[src/rtl/sync_fifo.sv]
// Synchronous byte FIFO with occupancy count, almost-full/almost-empty thresholds
// and sticky overflow/underflow flags. One clock, asynchronous active-low reset.
module sync_fifo #(
  parameter int DATA_W   = 8,
  parameter int DEPTH    = 8,
  parameter int ADDR_W   = 3,
  parameter int AF_LEVEL = 6,
  parameter int AE_LEVEL = 2
) (
  input  logic              clk,
  input  logic              rstn,
  input  logic              push,
  input  logic              pop,
  input  logic [DATA_W-1:0] din,
  input  logic              clr_err,
  output logic [DATA_W-1:0] dout,
  output logic              empty,
  output logic              full,
  output logic              almost_empty,
  output logic              almost_full,
  output logic [ADDR_W:0]   count,
  output logic              overflow,
  output logic              underflow
);

  localparam logic [ADDR_W:0] DEPTH_CNT = (ADDR_W+1)'(DEPTH);
  localparam logic [ADDR_W:0] AF_CNT    = (ADDR_W+1)'(AF_LEVEL);
  localparam logic [ADDR_W:0] AE_CNT    = (ADDR_W+1)'(AE_LEVEL);

  logic [DATA_W-1:0] mem [DEPTH];

  logic [ADDR_W-1:0] wr_ptr_q, wr_ptr_d;
  logic [ADDR_W-1:0] rd_ptr_q, rd_ptr_d;
  logic [ADDR_W:0]   count_q,  count_d;
  logic [DATA_W-1:0] dout_q,   dout_d;
  logic              ovf_q,    ovf_d;
  logic              udf_q,    udf_d;

  logic pop_ok;
  logic push_ok;

  // Flags decode from the registered count, so they reflect the previous edge.
  assign empty        = (count_q == '0);
  assign full         = (count_q == DEPTH_CNT);
  assign almost_empty = (count_q <= AE_CNT);
  assign almost_full  = (count_q >= AF_CNT);

  // A push into a full FIFO is still accepted when a pop frees a slot on the same edge.
  assign pop_ok  = pop && !empty;
  assign push_ok = push && (!full || pop_ok);

  always_comb begin
    // NOTE: every signal driven here gets a default first so no latch is inferred.
    wr_ptr_d = wr_ptr_q;
    rd_ptr_d = rd_ptr_q;
    count_d  = count_q;
    dout_d   = dout_q;

    if (push_ok) wr_ptr_d = wr_ptr_q + 1'b1;
    if (pop_ok) begin
      rd_ptr_d = rd_ptr_q + 1'b1;
      dout_d   = mem[rd_ptr_q];
    end

    unique case ({push_ok, pop_ok})
      2'b10:   count_d = count_q + 1'b1;
      2'b01:   count_d = count_q - 1'b1;
      default: count_d = count_q;
    endcase

    // A fresh error on the same edge as clr_err keeps the flag set.
    ovf_d = (ovf_q && !clr_err) || (push && !push_ok);
    udf_d = (udf_q && !clr_err) || (pop && !pop_ok);
  end

  always_ff @(posedge clk or negedge rstn) begin
    if (!rstn) begin
      wr_ptr_q <= '0;
      rd_ptr_q <= '0;
      count_q  <= '0;
      dout_q   <= '0;
      ovf_q    <= 1'b0;
      udf_q    <= 1'b0;
    end else begin
      // NOTE: non-blocking assignments keep every register sampling pre-edge values.
      wr_ptr_q <= wr_ptr_d;
      rd_ptr_q <= rd_ptr_d;
      count_q  <= count_d;
      dout_q   <= dout_d;
      ovf_q    <= ovf_d;
      udf_q    <= udf_d;
    end
  end

  // NOTE: storage has no reset; the pointers and count alone define which entries are valid.
  always_ff @(posedge clk) begin
    if (push_ok) mem[wr_ptr_q] <= din;
  end

  assign dout      = dout_q;
  assign count     = count_q;
  assign overflow  = ovf_q;
  assign underflow = udf_q;

endmodule

[config.mk]
export PLATFORM = sky130hd
export DESIGN_NAME = sync_fifo
export DESIGN_NICKNAME = d
export VERILOG_FILES = /design/src/rtl/sync_fifo.sv
export SDC_FILE = /design/constraint.sdc
export NUM_CORES = 1
export LEC_CHECK = 0
export ABC_AREA = 1
export BUFFER_PORTS_ARGS = -buffer_cell sky130_fd_sc_hd__buf_4
export CAP_MARGIN = 30
export CORE_ASPECT_RATIO = 1.2
export CORE_UTILIZATION = 55
export CTS_BUF_LIST = sky130_fd_sc_hd__clkbuf_8 sky130_fd_sc_hd__clkbuf_16
export DETAILED_ROUTE_END_ITERATION = 10
export GPL_TIMING_DRIVEN = 0
export PLACE_DENSITY = 0.77
export SLEW_MARGIN = 40
export SYNTH_ARGS = -nofsm -noshare
export SYNTH_HDL_FRONTEND = slang
export SYNTH_SLANG_ARGS = --single-unit
[constraint.sdc]
create_clock -name clk -period 2.5 [get_ports clk]
set_clock_uncertainty 0.05 [all_clocks]
set_input_delay 0.125 -clock clk [delete_from_list [all_inputs] [get_ports clk]]
set_output_delay 0.125 -clock clk [all_outputs]
set_load 0.05 [all_outputs]
==> run summary, run 1 <==
Skew-Pair Late Insertion Delay = 350 ps
CTS buffer count = 9
Async SR Flop Fraction = 23.81%
Nets = 364
Arr. time, crit path = 2070 ps
R2R Path Start = count[0]
Period utilisation layout = 85.98%
Top cells by area, synth = edfxtp_1 55%, dfrtp_1 14%, nor2_1 5.7%
Slew Limit Headroom = 40.39%
Total gr overflow = 0
Commonest cells post-synth = 64 x edfxtp_1, 53 x nor2_1, 34 x nand2_1
Final setup violation count = 0
Most common cell in the netlist = edfxtp_1
Area Overhead vs Synth = 17.46%
Syn Nets = 313
Total track usage = 24.53%
HP Start = pop
Mapped Avg Cell Area = 11.91 sq um
Largest area contributor in the netlist = edfxtp_1
Number of cell rows = 31
IO Pins = 31
Sink Count = 84
Number of global-route vias before repair = 2281
Pwr/cell area = 1211 nW/um^2
Top FF cell, synth = edfxtp_1
CP Max Fanout = 8
Status = completed
Post-cts gate resize count = 0
Startpoint Class = register
Period minus WS final = 2150 ps
First-pass GRT wire length = 11290 microns
Die width = 74.95 microns
Pins Over Slew Limit = 0
Hold Crit Class = input pin to register
Via count = 2375
Initial antenna violation count = 0
Via/cell ratio = 5.498
Syn Inst Count = 295
Diode count = 0
WP data required = 2420 ps
Yosys warning count = 0
WL final = 7348 microns
Cell area after synthesis = 3512 sq um
Core Area = 6090 sq um
Largest net degree at the start of global routing = 21
Post-DP Area = 3845 sq um
Synth cell types = 27
Static leakage = 1.640 nW
Htree depth = 3
Number of synthesized flops with an enable pin = 64
Fin worst setup slack = 350.4 ps
Max Clk Rate = 465.2 MHz
RSZ-0062 raised after global routing = no
Die area = 6710 sq um
Least-Margin Pin Slew = 890.8 ps
Setup slack, reg-to-reg = 350 ps
Clk slew on worst S/H paths = 70 ps
Pre-CTS setup slack = 414.0 ps
Critical path startpoint = count[0]
Post-DR wirelength/cell = 17.01 microns
Synth top area share = 54.72%
CP Class = register to register
Setup crit end kind = register
DP HPWL = 4548 microns
CTS tree = yes
Initial DRC count = 204
Die height = 89.54 microns
Final hold vios = 0
Final Cell Area = 4125 sq um
DR pass1 iterations = 5
Hold slack = 57.41 ps
Setup TNS = 0 ps
Max-cap viol count = 0
Share of cells above drive strength 1 = 20.86%
# DRC = 0
GPL Wtd Cong = 0.8107
Sequential area share after synthesis = 68.97%
Initial core utilization = 57.67%
I/O Buffers = 30
#FFs+latches synth = 84
Peak VDD IR = 0.0008529 V
Clock tree buffer depth = 2
Clock Tree Root = clkbuf_8
Power consumption = 4.996 mW
Routed Antenna Nets = 0
## critical path, cell delays in order (launching register included)
cell and delay [ps]:
dfrtp_1 480, nor2_4 80, nand4_1 100, nand2_1 140
inv_2 110, nand2_1 120, nor2_1 700
## sequential cells by signal (all words and copies together) (netlist names)
signal     count
overflow       1
underflow      1
count          4
rd_ptr_q       3
wr_ptr_q       3
mem           64
dout           8
## metrics by stage
stage | util (%) | std cells
floorplan | - | 295
global placement | 63.06 | 407
detailed placement | 63.14 | 407
CTS | 67.74 | 432
global route | 67.74 | 432
finish | 67.74 | 432
## metal layers
layer	vias to the layer above	global-route usage, %	routed length [microns]
li1	1119	-	-
met1	1142	30.20	2960
met2	93	39.80	3738
met3	21	5.411	434
met4	0	14.24	216
met5	-	0	0
## report_power, final
| group | internal, mW | switching, mW |
|---|---|---|
| Clock | 0.430 | 0.442 |
| Sequential | 1.80 | 0.183 |
| Combinational | 0.670 | 1.47 |
| Total | 2.90 | 2.09 |
## cells in the final DEF, fill, tap and decap left out, types with 10 or more instances in the layout
| cell | count |
|---|---|
| inv_1 | 17 |
| o21ai_0 | 12 |
| nand2_1 | 34 |
| clkbuf_8 | 12 |
| o21ai_1 | 24 |
| nor2_1 | 51 |
| dfrtp_1 | 20 |
| dlygate4sd3_1 | 10 |
| nand3_1 | 13 |
| o211ai_1 | 16 |
| edfxtp_1 | 64 |
| buf_4 | 34 |
## what timing repair did
action | 4_1_cts | 5_1_grt
hold endpoints to repair | 86 | 0
hold buffers | 10 | 0
buffers inserted | 0 | 0
## logic make-up (layout without fill, tap and decap cells)
family | count (synthesis) | after routing | share of synthesized area, %
AND/OR/NAND/NOR | 114 | 114 | 14.39
adder cells (fa/ha/maj) | 5 | 5 | 1.995
flip-flops | 84 | 84 | 68.97
AO/OA/AOI/OAI | 56 | 56 | 9.192
XOR/XNOR | 5 | 5 | 1.247
buffers and inverters | 31 | 86 | 4.203
## layout make-up
class / count / area [sq um]
Timing Repair Buffer: 40 / 325.3
Clock inverter: 3 / 15.01
Fill cell: 473 / 1964
Tap cell: 82 / 102.6
Inverter: 19 / 71.32
Clock buffer: 12 / 165.2
Multi-Input combinational cell: 180 / 947.2
Buffer: 12 / 76.32
Sequential cell: 84 / 2422
## final timing paths
check / endpoint / depth (start not counted)
worst max-delay path: mem[5][0] / 6
worst min-delay path: underflow / 3
worst max register to register: mem[5][0] / 6
worst min register to register: dout[6] / 2
max in group asynchronous: overflow / 2
min in group asynchronous: dout[2] / 2
No activity file was read; power rests on OpenSTA's default activity.
==> run 2: changes to the inputs <==
--- a/config.mk
+++ b/config.mk
@@ -5,7 +5,6 @@
 export SDC_FILE = /design/constraint.sdc
 export NUM_CORES = 1
 export LEC_CHECK = 0
-export ABC_AREA = 1
 export BUFFER_PORTS_ARGS = -buffer_cell sky130_fd_sc_hd__buf_4
 export CAP_MARGIN = 30
 export CORE_ASPECT_RATIO = 1.2
==> run summary, run 2 <==
Async SR Flop Fraction = 23.81% (unchanged)
Worst-case reg-to-reg path depth = 9 (+3)
# DRC = 0 (unchanged)
Footprint of the multi-input gates = 1027 sq um (+8.5%)
Pwr/cell area = 1234 nW/um^2 (+1.9%)
WL final = 6271 microns (-15%)
Hold Crit Class = input pin to register
Max reg flops = 64 (unchanged)
Setup crit end kind = register
Fin worst setup slack = 113.8 ps (-236.5 ps)
Total gr overflow = 0 (unchanged)
Initial antenna violation count = 0 (unchanged)
GPL Wtd Cong = 0.7009 (-14%)
Synth cell types = 37 (+37%)
Die area = 6650 sq um (-0.90%)
Sink Count = 84 (unchanged)
CTS buffer count = 9 (unchanged)
Period minus WS final = 2386 ps (+236.5 ps)
Number of global-route vias before repair = 1948 (-15%)
Skew-Pair Late Insertion Delay = 360 ps (about the same)
Commonest cells post-synth = 64 x edfxtp_1, 20 x dfrtp_1, 17 x mux2_2, 17 x mux2i_1, 15 x nand2_1
# fillers = 430 (-9.1%)
Hold depth = 2 (-1)
Clk slew on worst S/H paths = 80 ps (about the same)
Area Overhead vs Synth = 19.85%
Die height = 89.13 microns (-0.45%)
Diode count = 0 (unchanged)
Largest net degree at the start of global routing = 21 (unchanged)
Final Cell Area = 4170 sq um (+1.1%)
Arr. time, crit path = 2600 ps (+530 ps)
Nets = 291 (-20%)
Initial DRC count = 94 (-54%)
Number of synthesized flops with an enable pin = 64 (unchanged)
Clock tree buffer depth = 2 (unchanged)
Top FF cell, synth = edfxtp_1
Least-Margin Pin Slew = 736.5 ps (-154.4 ps)
Sequential cell area = 2426 sq um (+0.16%)
Via/cell ratio = 5.539 (+0.75%)
Max-cap viol count = 0 (unchanged)
DP HPWL = 4187 microns (-7.9%)
Largest Register = mem
Startpoint Class = register
Cell area after synthesis = 3480 sq um (-0.93%)
Via count = 1994 (-16%)
Syn Nets = 239 (-24%)
Post-DP Area = 3859 sq um (+0.36%)
Post-DR wirelength/cell = 17.42 microns (+2.4%)
Pre-CTS setup slack = -123.2 ps (-537.3 ps)
Htree depth = 3 (unchanged)
Core Area = 6090 sq um (unchanged)
Most common cell after layout, fill and taps aside = edfxtp_1
First-pass GRT wire length = 9908 microns (-12%)
Slew Limit Headroom = 50.72% (+10 points)
Die width = 74.61 microns (-0.45%)
WP data required = 2720 ps (+300 ps)
DR pass1 iterations = 4 (-1)
Static leakage = 1.580 nW (-3.6%)
CP Max Fanout = 3 (-5)
Yosys warning count = 0 (unchanged)
CP Class = register to register
Setup TNS = 0 ps (unchanged)
Power consumption = 5.147 mW (+3.0%)
Peak VDD IR = 0.0006864 V (-20%)
Final hold vios = 0 (unchanged)
Synth top area share = 55.23% (+0.51 points)
IO Pins = 31 (unchanged)
I/O Buffers = 29 (-3.3%)
Period utilisation layout = 95.45% (+9.5 points)
Final setup violation count = 0 (unchanged)
Routed Antenna Nets = 0 (unchanged)
Initial core utilization = 57.14% (-0.53 points)
RSZ-0062 raised after global routing = no
Status = completed
Share of cells above drive strength 1 = 31.29% (+10 points)
Max Clk Rate = 419.1 MHz (-9.9%)
CTS tree = yes
Pins Over Slew Limit = 0 (unchanged)
Commonest non-fill, non-tap cells in the layout = 64 x edfxtp_1, 36 x buf_4, 17 x mux2i_1, 17 x mux2_2, 17 x dfrtp_1
Mapped Avg Cell Area = 15.74 sq um (+32%)
Total track usage = 21.56% (-3.0 points)
Clock Tree Root = clkbuf_8
Syn Inst Count = 221 (-25%)
Most common cell in the netlist = edfxtp_1
Top cells by area, synth = edfxtp_1 55%, dfrtp_1 14%, mux2_2 5.5%
Largest area contributor in the netlist = edfxtp_1
#FFs+latches synth = 84 (unchanged)
Sequential area share after synthesis = 69.62% (+0.64 points)
Number of cell rows = 31 (unchanged)
run 2: changes by cell type in the layout (fill, tap and decap cells not counted), sizes merged, moves of 7 or more:
cell	before	now
nand3	14	0
nor2	59	10
a221o	0	9
o22ai	2	9
o211ai	16	0
mux2i	0	17
o21ai	36	9
mux2	0	19
inv	20	7
nand2	39	15
run 2: final cells by class:
cell class	instances	share of cell area (%)
Sequential cell	84	58.18
Buffer	8	1.290
Inverter	6	0.6001
Tap cell	82	2.460
Multi-Input combinational cell	121	24.63
Timing Repair Buffer	43	8.281
Clock buffer	9	2.970
Clock inverter	7	1.590
run 2: timing repair:
item,in CTS,in global routing
gates resized for setup,1,2
hold endpoints to repair,84,0
pin swaps,0,4
hold buffers,9,0
cloned,0,0
setup endpoints to repair,1,1
buffers inserted,4,1
run 2: worst max-delay path, stage by stage, from the launching register on:
cell and delay, ps:
dfrtp_2 420, or3_4 410, o21ai_4 170, or2_4 160, inv_4 50, ha_4 200, a211o_1 320, and2_4 150
a221o_1 310, o221ai_1 70
run 2: kinds of logic (layout without fill, tap and decap cells):
| logic type | Yosys count | after routing | synth area share (%) |
|---|---|---|---|
| fa+ha+maj | 5 | 5 | 2.014 |
| simple gates | 37 | 37 | 4.819 |
| compound gates | 36 | 36 | 7.983 |
| mux | 36 | 36 | 11.15 |
| buf+inv | 16 | 73 | 2.661 |
| xor+xnor | 7 | 7 | 1.762 |
| flops | 84 | 84 | 69.62 |
run 2: stage by stage:
stage          utilization [%]  instances  hold slack [ps]
2_1_floorplan                -        221           -220.6
3_3_place_gp             63.20        332           -32.84
3_5_place_dp             63.37        332           -32.12
4_1_cts                  68.58        361            42.32
5_1_grt                  68.48        360            49.93
6_report                 68.48        360            58.45
run 2: path summary, 6_finish.rpt:
| kind | endpoint | startpoint | slack (ps) |
|---|---|---|---|
| max in group asynchronous | count[1] | rstn | 2040 |
| max | count[3] | count[2] | 110 |
| min | underflow | pop | 60 |
| min in group asynchronous | dout[5] | rstn | 130 |
| min reg2reg | dout[1] | dout[1] | 430 |
| max reg2reg | count[3] | count[2] | 110 |
run 2: routing by layer:
layer  GRT usage, %  vias up  wire [microns]
met5              0        -               0
met2          34.32       51            3152
li1               -      939               -
met1          27.19      989            2702
met4          13.72        0             191
met3          3.946       15             224
run 2: power by group:
part,total [mW],internal (mW),switching (mW)
Combinational,2.19,0.887,1.30
Clock,0.934,0.456,0.477
Sequential,2.02,1.83,0.191
Total,5.15,3.18,1.97
